## src/rtl/shift_sequencer_pkg.sv

```systemverilog
// Shared encodings for the multi-cycle shift sequencer and its single-step shifter.
package shift_sequencer_pkg;

  localparam int DEF_WIDTH = 8;
  localparam int DEF_AMT_W = 4;

  typedef enum logic [1:0] {
    IDLE  = 2'd0,
    SHIFT = 2'd1,
    DONE  = 2'd2
  } state_t;

  // Mode is {arithmetic, direction}; direction 1 means right.
  typedef enum logic [1:0] {
    LSL = 2'b00,
    LSR = 2'b01,
    ASL = 2'b10,
    ASR = 2'b11
  } mode_t;

endpackage

```

## src/rtl/barrelShifter.sv

```systemverilog
// Existing 8-bit single-position shifter, used as a purely combinational step unit.
module barrelShifter
  import shift_sequencer_pkg::*;
(
  input  logic [7:0] dataIn,
  input  mode_t      mode,
  output logic [7:0] dataOut,
  output logic       Carry
);

  // One-position shift selected by mode
  always_comb begin
    dataOut = dataIn;
    Carry   = 1'b0;
    case (mode)
      LSL, ASL: begin
        dataOut = {dataIn[6:0], 1'b0};
        Carry   = dataIn[7];
      end
      LSR: begin
        dataOut = {1'b0, dataIn[7:1]};
        Carry   = dataIn[0];
      end
      ASR: begin
        dataOut = {dataIn[7], dataIn[7:1]};
        Carry   = dataIn[0];
      end
      default: begin
        dataOut = dataIn;
        Carry   = 1'b0;
      end
    endcase
  end

endmodule

```

## src/rtl/shift_sequencer.sv

```systemverilog
// Multi-cycle N-position shift built from repeated passes through the single-step shifter.
module shift_sequencer
  import shift_sequencer_pkg::*;
#(
  parameter int WIDTH = DEF_WIDTH,
  parameter int AMT_W = DEF_AMT_W
) (
  input  logic             clk,
  input  logic             reset,
  input  logic             start,
  input  logic [WIDTH-1:0] dataIn,
  input  logic [AMT_W-1:0] amount,
  input  logic             direction,
  input  logic             arithmetic,
  output logic             busy,
  output logic             done,
  output logic [WIDTH-1:0] result,
  output logic             carryOut
);

  localparam int CNT_W = $clog2(WIDTH + 1);

  state_t             state_r;
  mode_t              mode_r;
  logic [WIDTH-1:0]   work_r;
  logic [CNT_W-1:0]   count_r;
  logic               busy_r;
  logic               done_r;
  logic               carry_r;
  logic [CNT_W-1:0]   clamp_s;
  logic [WIDTH-1:0]   step_out_s;
  logic               step_carry_unused_s;
  logic               shift_out_s;

  barrelShifter u_step (
    .dataIn  (work_r),
    .mode    (mode_r),
    .dataOut (step_out_s),
    .Carry   (step_carry_unused_s)
  );

  // Pass count saturates at WIDTH; beyond that every bit has already left the operand
  always_comb begin
    if (int'(amount) >= WIDTH) begin
      clamp_s = CNT_W'(WIDTH);
    end else begin
      clamp_s = CNT_W'(amount);
    end
  end

  // Bit leaving the operand on this pass, taken from the pre-step value
  always_comb begin
    if (mode_r[0]) begin
      shift_out_s = work_r[0];
    end else begin
      shift_out_s = work_r[WIDTH-1];
    end
  end

  // Control FSM, pass counter and registered outputs
  always_ff @(posedge clk) begin
    if (reset) begin
      state_r <= IDLE;
      mode_r  <= LSL;
      work_r  <= '0;
      count_r <= '0;
      busy_r  <= 1'b0;
      done_r  <= 1'b0;
      carry_r <= 1'b0;
    end else begin
      done_r <= 1'b0;
      case (state_r)
        IDLE: begin
          if (start) begin
            work_r  <= dataIn;
            mode_r  <= mode_t'({arithmetic, direction});
            count_r <= clamp_s;
            carry_r <= 1'b0;
            busy_r  <= 1'b1;
            if (clamp_s != CNT_W'(0)) begin
              state_r <= SHIFT;
            end else begin
              state_r <= DONE;
              done_r  <= 1'b1;
            end
          end else begin
            state_r <= IDLE;
          end
        end
        SHIFT: begin
          work_r  <= step_out_s;
          carry_r <= shift_out_s;
          count_r <= count_r - CNT_W'(1);
          if (count_r == CNT_W'(1)) begin
            state_r <= DONE;
            done_r  <= 1'b1;
          end else begin
            state_r <= SHIFT;
          end
        end
        DONE: begin
          busy_r  <= 1'b0;
          state_r <= IDLE;
        end
        default: begin
          busy_r  <= 1'b0;
          state_r <= IDLE;
        end
      endcase
    end
  end

  assign busy     = busy_r;
  assign done     = done_r;
  assign result   = work_r;
  assign carryOut = carry_r;

endmodule

```

## config.mk

```make
export PLATFORM = sky130hd
export DESIGN_NAME = shift_sequencer
export DESIGN_NICKNAME = d
export VERILOG_FILES = /design/src/rtl/shift_sequencer_pkg.sv /design/src/rtl/barrelShifter.sv /design/src/rtl/shift_sequencer.sv
export SDC_FILE = /design/constraint.sdc
export NUM_CORES = 1
export LEC_CHECK = 0
export BUFFER_PORTS_ARGS = -buffer_cell sky130_fd_sc_hd__clkbuf_2
export CORE_ASPECT_RATIO = 1.4
export CORE_MARGIN = 4
export CORE_UTILIZATION = 50
export CTS_CLUSTER_SIZE = 14
export DETAILED_ROUTE_END_ITERATION = 12
export PLACE_DENSITY = 0.85
export SLEW_MARGIN = 20
export SYNTH_ARGS = -nofsm -noshare
export SYNTH_HDL_FRONTEND = slang
export SYNTH_SLANG_ARGS = --single-unit
```

## constraint.sdc

```tcl
create_clock -name clk -period 1.7 [get_ports clk]
set_input_delay 0.17 -clock clk [delete_from_list [all_inputs] [get_ports clk]]
set_output_delay 0.17 -clock clk [all_outputs]
set_load 0.01 [all_outputs]
```

==> impl_metrics.ini, run 1 <==
[outcome]
status = completed

[route]
firstDrtPassIters = 4
wl_per_cell_microns = 14.50
drt_iter0_markers = 25
viasPerCell = 5.742
drc_errors = 0
ant_nets = 0
postRouteWirelength_microns = 2306
num_vias = 913

[placed_design]
dp.cells = 155
gp_congestion = 0.7411
place_hpwl_microns = 1753
port_buffers = 27
placed_cell_area_sq_um = 1097

[layout]
fin_cells = 159
final-seq-area_sq_um = 360.3
nets = 159
n_antenna_cell = 0
multi_input_area_sq_um = 561.8
syn_to_final_growth_pct = 15.12
drive_gt1_frac = 0.2662
final_common_cell = clkbuf_2
layout_common_cells = clkbuf_2 (27), dfxtp_1 (18), nor2_1 (17), a21oi_1 (13)
fill_cells = 164
design_area_sq_um = 1134

[critical_path]
reg2reg_to = count_r[3]
r2r_start = state_r[0]
path_class = reg2reg
r2r_slack_ps = 170
critPathArrivalTime_ps = 1720
r2r_cells = 4
cp-end-kind = flop
crit_required_ps = 1890
startpoint_type = flop
cp_max_fo = 21

[grt]
grt_max_degree = 22
grt_pass1_wl_microns = 3670
grt.overflow.total = 0
grt_antenna_before_repair = 0
grt_use_total = 0.1812
grt_pass1_vias = 880

[die]
die_h_microns = 60.51
io_pins = 28
core_area_sq_um = 1824
die_w_microns = 45.51
rows = 18
dieArea_sq_um = 2754
start_util = 0.5398

[flow_run]
drv_cap = 0

[synth]
yosys.area_share.simple = 0.2541
muxShareOfSynthArea = 0.08132
ys_async_sr_fraction = 0
synth-compound-area-share = 0.2097
ys_seq_area_frac = 0.3659
synth_flop_cell = dfxtp_1
netlist_instances = 115
yosys.area_share.adder = 0.02541
avgSynthCellArea_sq_um = 8.563
synth_top_family_by_area = simple AND/OR/NAND/NOR gates
yosys_warnings = 0
synth-seq-cells = 18
synth-edff-count = 0
yosysUniqueCellTypes = 32
syn_area_sq_um = 984.7
yosys.area_share.xor_xnor = 0
synth_nets = 134

[pwr]
power_density_nw_per_um2 = 905.4
switching_share = 0.3147
p_total_mw = 1.026
sequentialPowerShare = 0.501
ir_drop_v = 0.0005475
p_sw_uw = 322.9
p_clk_frac = 0.265
p_leak_nw = 0.4672
combPwrFrac = 0.234
power.internal_uw = 703.4

[clock_network]
ctsHtreeMaxLevel = 1
cts.path.max_buffers = 2
postCtsResizedCells = 0
path_clk_slew_ps = 110
cts_tree = done
root_buffer = clkbuf_4
cts_sinks = 18
clock_latency_ps = 300
ctsHoldBuffers = 0
cts_buffers = 3
cts_setup_buffers = 0

[timing]
finalSetupTns_ps = 0
worst_pin_slew_ps = 538.6
drv_slew = 0
fmax_mhz = 651.7
fin_crit_sh = 0.9026
clock_skew_ps = 7.183
relSlewSlack = 0.6405
hold_violations = 0
period_minus_slack_ps = 1534
rsz0062_at_grt = false
setup_viol = 0

[worst_hold_path]
hold_end = mode_r[1]
min_from = arithmetic
hold_depth = 3
min_path_type = in2reg
[synthesized netlist by cell type, types with 2 or more instances]
| library cell | count | area, sq um |
|---|---|---|
| dfxtp_1 | 18 | 360.4 |
| nor2_1 | 17 | 63.81 |
| a21oi_1 | 13 | 65.06 |
| mux2i_1 | 8 | 80.08 |
| o21ai_0 | 8 | 40.04 |
| nand3b_1 | 7 | 52.55 |
| nor3_1 | 5 | 25.02 |
| inv_1 | 4 | 15.01 |
| nand2_1 | 4 | 15.01 |
| a311oi_1 | 2 | 17.52 |
| a32oi_1 | 2 | 17.52 |
| buf_2 | 2 | 10.01 |
| buf_6 | 2 | 22.52 |
| clkbuf_1 | 2 | 7.510 |
| ha_1 | 2 | 25.02 |
| nor2b_1 | 2 | 12.51 |
| nor3b_2 | 2 | 25.02 |
[critical path: stages (launching register included)]
cell      delay [ps]
dfxtp_1          680
nand2b_4         230
a22o_1           280
a22oi_1          160
nor2_1            60
[stage by stage]
step	hold slack, ps	setup WS [ps]	utilization
4_1_cts	122.1	185.2	0.6214
2_1_floorplan	308.6	459.7	-
5_1_grt	133.9	75.52	0.6214
3_5_place_dp	444.1	197.4	0.6015
3_3_place_gp	406.7	301.1	0.6015
6_report	121.7	165.6	0.6214
[power groups by stage]
stage | combinational (mW) | clock [mW] | sequential [mW]
3_3_place_gp | 0.230 | 0 | 0.521
5_1_grt | 0.266 | 0.295 | 0.522
2_1_floorplan | 0.180 | 0 | 0.510
4_1_cts | 0.241 | 0.278 | 0.514
3_5_place_dp | 0.239 | 0 | 0.524
6_report | 0.240 | 0.272 | 0.515
[sequential cells by signal, indices dropped and copies added, names as in the netlist]
name      cells
result        8
count_r       4
mode_r        2
busy          1
carryOut      1
done          1
state_r       1
[cell type report]
type / count / share of cell area
clock buffer: 4 / 0.03201
timing repair buffer: 27 / 0.1192
inverter: 4 / 0.01325
sequential: 18 / 0.3179
tap: 20 / 0.02208
multi-input combinational: 86 / 0.4956
[layer usage]
layer  vias to the layer above  track usage  routed length, microns
li1                        457            -                       -
met1                       421       0.1978                     946
met2                        30       0.3194                    1168
met3                         5      0.02374                     140
met4                         0       0.1130                      51
met5                         -            0                       0
[how the worst max path moves through the flow]
stage	endpoint	from
floorplan	count_r[3]	done
global placement	count_r[3]	state_r[0]
detailed placement	count_r[3]	state_r[0]
CTS	count_r[3]	state_r[0]
global route	count_r[3]	state_r[0]
finish	count_r[3]	state_r[0]
[cell families (layout without fill, tap and decap cells)]
logic type      count (synthesis)  after routing
fa+ha+maj                       2              2
buf+inv                        11             35
compound gates                 32             32
mux                             8              8
simple gates                   44             44
flops                          18             18
(Power assumes the default switching activity.)
==> run 2: changes to the inputs <==
BUFFER_PORTS_ARGS = unset   (was -buffer_cell sky130_fd_sc_hd__clkbuf_2)
DONT_BUFFER_PORTS = 1   (was unset)
PLACE_DENSITY = 0.73   (was 0.85)
==> run 2 against run 1 <==
Non-clock buffer count is 24 lower. Clock skew down 3.6 ps. Final cell count fell by 16%. Register-to-register slack improved by 40 ps. Clock power down 25%. Critical endpoint unchanged. Highest routed layer unchanged. Critical path type unchanged. Final area decreased by 11%. Via count shrank 9.1%.
==> impl_metrics.ini, run 2 (synthesis gave the netlist of run 1 again) <==
[clock_network]
ctsHtreeMaxLevel = 1
postCtsResizedCells = 0
path_clk_slew_ps = 100
clock_latency_ps = 280
cts_buffers = 3
cts.path.max_buffers = 2
cts_tree = done
cts_sinks = 18
root_buffer = clkbuf_4
cts_setup_buffers = 0

[timing]
rsz0062_at_grt = false
hold_violations = 0
fmax_mhz = 670.9
fin_crit_sh = 0.8768
worst_pin_slew_ps = 528.9
period_minus_slack_ps = 1491
setup_viol = 0
drv_slew = 0
clock_skew_ps = 3.630
finalSetupTns_ps = 0
relSlewSlack = 0.6469

[pwr]
power_density_nw_per_um2 = 908.5
p_leak_nw = 0.3588
ir_drop_v = 0.0006247
p_total_uw = 917.3

[route]
drt_iter0_markers = 11
viasPerCell = 6.194
ant_nets = 0
postRouteWirelength_microns = 2144
num_vias = 830
firstDrtPassIters = 4
wl_per_cell_microns = 16.00
drc_errors = 0

[grt]
grt_use_total = 0.1741
grt_use_met1 = 0.1800
grt.met2_usage = 0.3054
grt_antenna_before_repair = 0
grt_pass1_vias = 844
grt_max_degree = 22
grt_busiest_layer = met2
grt_pass1_wl_microns = 3532
grt.overflow.total = 0
globalRouteMet3Util = 0.05935

[critical_path]
startpoint_type = flop
cp-end-kind = flop
crit_required_ps = 1870
cp_max_fo = 21
critPathArrivalTime_ps = 1660
path_class = reg2reg

[die]
die_h_microns = 60.51
die_w_microns = 45.51
start_util = 0.5398
rows = 18
core_area_sq_um = 1824
io_pins = 28
dieArea_sq_um = 2754

[flow_run]
drv_cap = 0

[worst_hold_path]
min_path_type = in2reg

[outcome]
status = completed

[layout]
fill_cells = 165
multi_input_area_sq_um = 561.8
nets = 135
fin_cells = 134
final_common_cell = dfxtp_1
layout_common_cells = dfxtp_1 (18), nor2_1 (17), a21oi_1 (13), o21ai_0 (8), mux2i_1 (8)
n_antenna_cell = 0
syn_to_final_growth_pct = 2.542
drive_gt1_frac = 0.09649
final-seq-area_sq_um = 360.3
largest_reg_flops = 8

[placed_design]
dp.cells = 130
place_hpwl_microns = 1584
gp_congestion = 0.7745
port_buffers = 0
[run 2: cell count changes in the layout (fill, tap and decap cells not counted)]
cell	delta
buf_4	+2
clkbuf_2	-27
clkbuf_8	-1
dlygate4sd3_1	+1
[run 2: path summary, 6_finish.rpt]
kind / endpoint / depth (start not counted) / slack [ps] / from
max: count_r[3] / 4 / 210 / state_r[0]
min: mode_r[0] / 2 / 30 / direction
min reg2reg: mode_r[1] / 2 / 520 / mode_r[1]
max reg2reg: count_r[3] / 4 / 210 / state_r[0]
[run 2: timing repair]
action / in CTS / in global routing
endpoints found under the hold margin: 12 / 0
endpoints found under the setup margin: 0 / 0
hold buffers: 1 / 0
[run 2: stage by stage]
step | instance area [sq um] | hold slack [ps] | worst slack, ps | utilization
finish | 1010 | 29.33 | 209.5 | 0.5535
global route | 1010 | 41.21 | 131.1 | 0.5535
CTS | 1010 | 23.45 | 210.2 | 0.5535
detailed placement | 977.2 | 243.0 | 243.8 | 0.5357
global placement | 977.2 | 241.3 | 305.1 | 0.5357
floorplan | 984.7 | 308.6 | 459.7 | -
[run 2: report_power, final]
group	total [mW]	leakage (nW)	internal [mW]	switching [mW]
combinational	0.188	0.197	0.0889	0.0987
sequential	0.526	0.148	0.462	0.0645
clock	0.204	0.0138	0.0823	0.121
total	0.917	0.359	0.633	0.284
[run 2: layout make-up]
class                   count  area share
multi-input cells          86      0.5564
clock buffers               3     0.02230
repair buffers              3     0.02478
inverters                   4     0.01487
well taps                  20     0.02478
flip-flops and latches     18      0.3569
[run 2: worst max-delay path: stages (launching register included)]
cell	delay, ps
dfxtp_1	660
nand2b_4	230
a22o_1	280
a22oi_1	140
nor2_1	50
[run 2: routing by layer]
layer  up-vias  wire length, microns  share of wire
met1       394                   842           0.39
met3         2                   168          0.078
met5         -                     0              0
li1        409                     -              -
met4         0                    17         0.0079
met2        25                  1116           0.52
==> run 3: changes to the inputs <==
ABC_AREA = 1   (was unset)
CORE_ASPECT_RATIO = unset   (was 1.4)
CORE_UTILIZATION = 55   (was 50)
PLACE_DENSITY = 0.78   (was 0.73)
==> run 3 against run 2 <==
Die area is 9.8% lower. Via count is 2.7% higher. Core utilization is 5.3 points higher. Sequential share of layout area is 2.0 points higher. Critical endpoint is now count_r[2]. Clock skew is 1.2 ps lower. Hold slack worse by 3.6 ps. Critical path depth is 3 higher. Sequential cell count stayed put. Register-to-register slack better by 220 ps. Critical path type unchanged. First-iteration DRC count is 130% higher.
==> impl_metrics.ini, run 3 <==
[outcome]
status = completed

[layout]
fin_cells = 147
n_antenna_cell = 0
fill_cells = 166
largest_reg_flops = 8
design_area_sq_um = 955.9
final_common_cell = o21ai_0
utilization = 0.6063
syn_to_final_growth_pct = -0.6502
nets = 152
multi_input_area_sq_um = 486.7
layout_common_cells = o21ai_0 (22), a21oi_1 (18), dfxtp_1 (18), nor2_1 (16), nand2_1 (15)
final-seq-area_sq_um = 360.3
drive_gt1_frac = 0.07634

[synth]
yosysUniqueCellTypes = 22
yosys.area_share.simple = 0.2159
ys_async_sr_fraction = 0
synth-compound-area-share = 0.2549
yosysTopAreaCell = dfxtp_1
synth_top_cell_area_share = 0.3745
synth-edff-count = 0
synth-seq-cells = 18
yosys_warnings = 0
synthTopCellsByArea = dfxtp_1 (37%), o21ai_0 (11%), a21oi_1 (9.4%)
ys_seq_area_frac = 0.3745
synth_commonest_cells = o21ai_0 (22), a21oi_1 (18), dfxtp_1 (18)
synth_flop_cell = dfxtp_1
yosys.area_share.xor_xnor = 0.009103
avgSynthCellArea_sq_um = 7.234
muxShareOfSynthArea = 0
synth_nets = 152
synth_top_family_by_area = compound AO/OA/AOI/OAI gates
yosys.area_share.adder = 0.02601
yosysMostFrequentCell = o21ai_0
netlist_instances = 133
syn_area_sq_um = 962.2

[placed_design]
placed_cell_area_sq_um = 923.4
dp.cells = 143
place_hpwl_microns = 1564
port_buffers = 0
gp_congestion = 0.8301

[critical_path]
endpoint = count_r[2]
r2r_slack_ps = 430
crit_start = done
r2r_cells = 7
critPathArrivalTime_ps = 1460
crit_required_ps = 1890
startpoint_type = flop
reg2reg_to = count_r[2]
cp-end-kind = flop
r2r_start = done
cp_max_fo = 23
path_class = reg2reg

[timing]
drv_slew = 0
fin_crit_sh = 0.7498
finalSetupTns_ps = 0
rsz0062_at_grt = false
hold_violations = 0
setup_viol = 0
relSlewSlack = 0.7965
period_minus_slack_ps = 1275
clock_skew_ps = 2.442
worst_pin_slew_ps = 304.9
fmax_mhz = 784.5

[grt]
grt_pass1_wl_microns = 3429
grt_pass1_vias = 765
grt_use_total = 0.1761
grt_max_degree = 24
grt.overflow.total = 0
grt_antenna_before_repair = 0

[pwr]
power_density_nw_per_um2 = 997.2
p_leak_nw = 0.3864
ir_drop_v = 0.0005473
p_total_uw = 953.2

[route]
num_vias = 852
viasPerCell = 5.796
postRouteWirelength_microns = 2066
wl_per_cell_microns = 14.05
drt_iter0_markers = 25
drc_errors = 0
firstDrtPassIters = 4
ant_nets = 0

[die]
die_h_microns = 49.83
die_w_microns = 49.83
io_pins = 28
core_area_sq_um = 1577
start_util = 0.6103
dieArea_sq_um = 2483
rows = 14

[clock_network]
clock_latency_ps = 280
cts_setup_buffers = 0
ctsHtreeMaxLevel = 1
cts_tree = done
cts_buffers = 3
cts_sinks = 18
root_buffer = clkbuf_4
cts.path.max_buffers = 2
path_clk_slew_ps = 90

[worst_hold_path]
min_path_type = in2reg

[flow_run]
drv_cap = 0
[run 3: cell types whose count changed in the layout (fill, tap and decap cells not counted), sizes merged, moves of 4 or more]
cell    change
nand3b      -7
nand3       +8
nor3        -4
nand2      +13
inv        +11
a21oi       +6
mux2i       -8
o21ai      +17
[run 3: worst min path at each step]
stage / startpoint / end / cells after the start
after floorplan: dataIn[0] / result[0] / 2
after global placement: reset / count_r[0] / 1
after detailed placement: reset / count_r[3] / 1
after CTS: reset / count_r[2] / 3
after global routing: dataIn[0] / result[0] / 2
final: dataIn[0] / result[0] / 2
[run 3: routing by layer]
layer,up-vias,track usage,wire (microns)
li1,441,-,-
met1,378,0.2110,888
met2,29,0.2885,1011
met3,4,0.04819,136
met4,0,0.08295,30
met5,-,0,0
[run 3: final cells by class]
cell class	count	share of cell area
Multi-Input combinational cell	94	0.5092
Sequential cell	18	0.3770
Inverter	15	0.05890
Clock buffer	3	0.02356
Tap cell	16	0.02094
Timing Repair Buffer	1	0.01047
[run 3: metrics by stage]
| stage | hold WS [ps] | setup WS [ps] |
|---|---|---|
| CTS | 11.48 | 421.3 |
| finish | 25.76 | 425.4 |
| global placement | 240.0 | 459.5 |
| detailed placement | 242.6 | 440.1 |
| floorplan | 305.9 | 656.9 |
| global route | 15.29 | 281.4 |
[run 3: kinds of logic (layout without fill, tap and decap cells)]
group	after synthesis	count (layout)
compound gates	47	47
xor+xnor	1	1
fa+ha+maj	2	2
buf+inv	21	19
flops	18	18
simple gates	44	44
[run 3: timing repair]
item | in CTS | in global routing
hold buffers | 1 | 0
gates resized for setup | 0 | 0
hold endpoints to repair | 7 | 0
[run 3: worst max-delay path: stages, from the launching register on]
cell and delay (ps):
dfxtp_1 420, inv_2 90, nand2_4 210, nand2_4 140, inv_1 140, a21oi_1 80, nand2_1 60, inv_1 40
[run 3: power breakdown]
group	internal, mW	leakage [nW]	switching [mW]
clock network	0.0822	0.0138	0.116
registers	0.471	0.149	0.0626
logic	0.0792	0.224	0.142
total	0.633	0.386	0.321
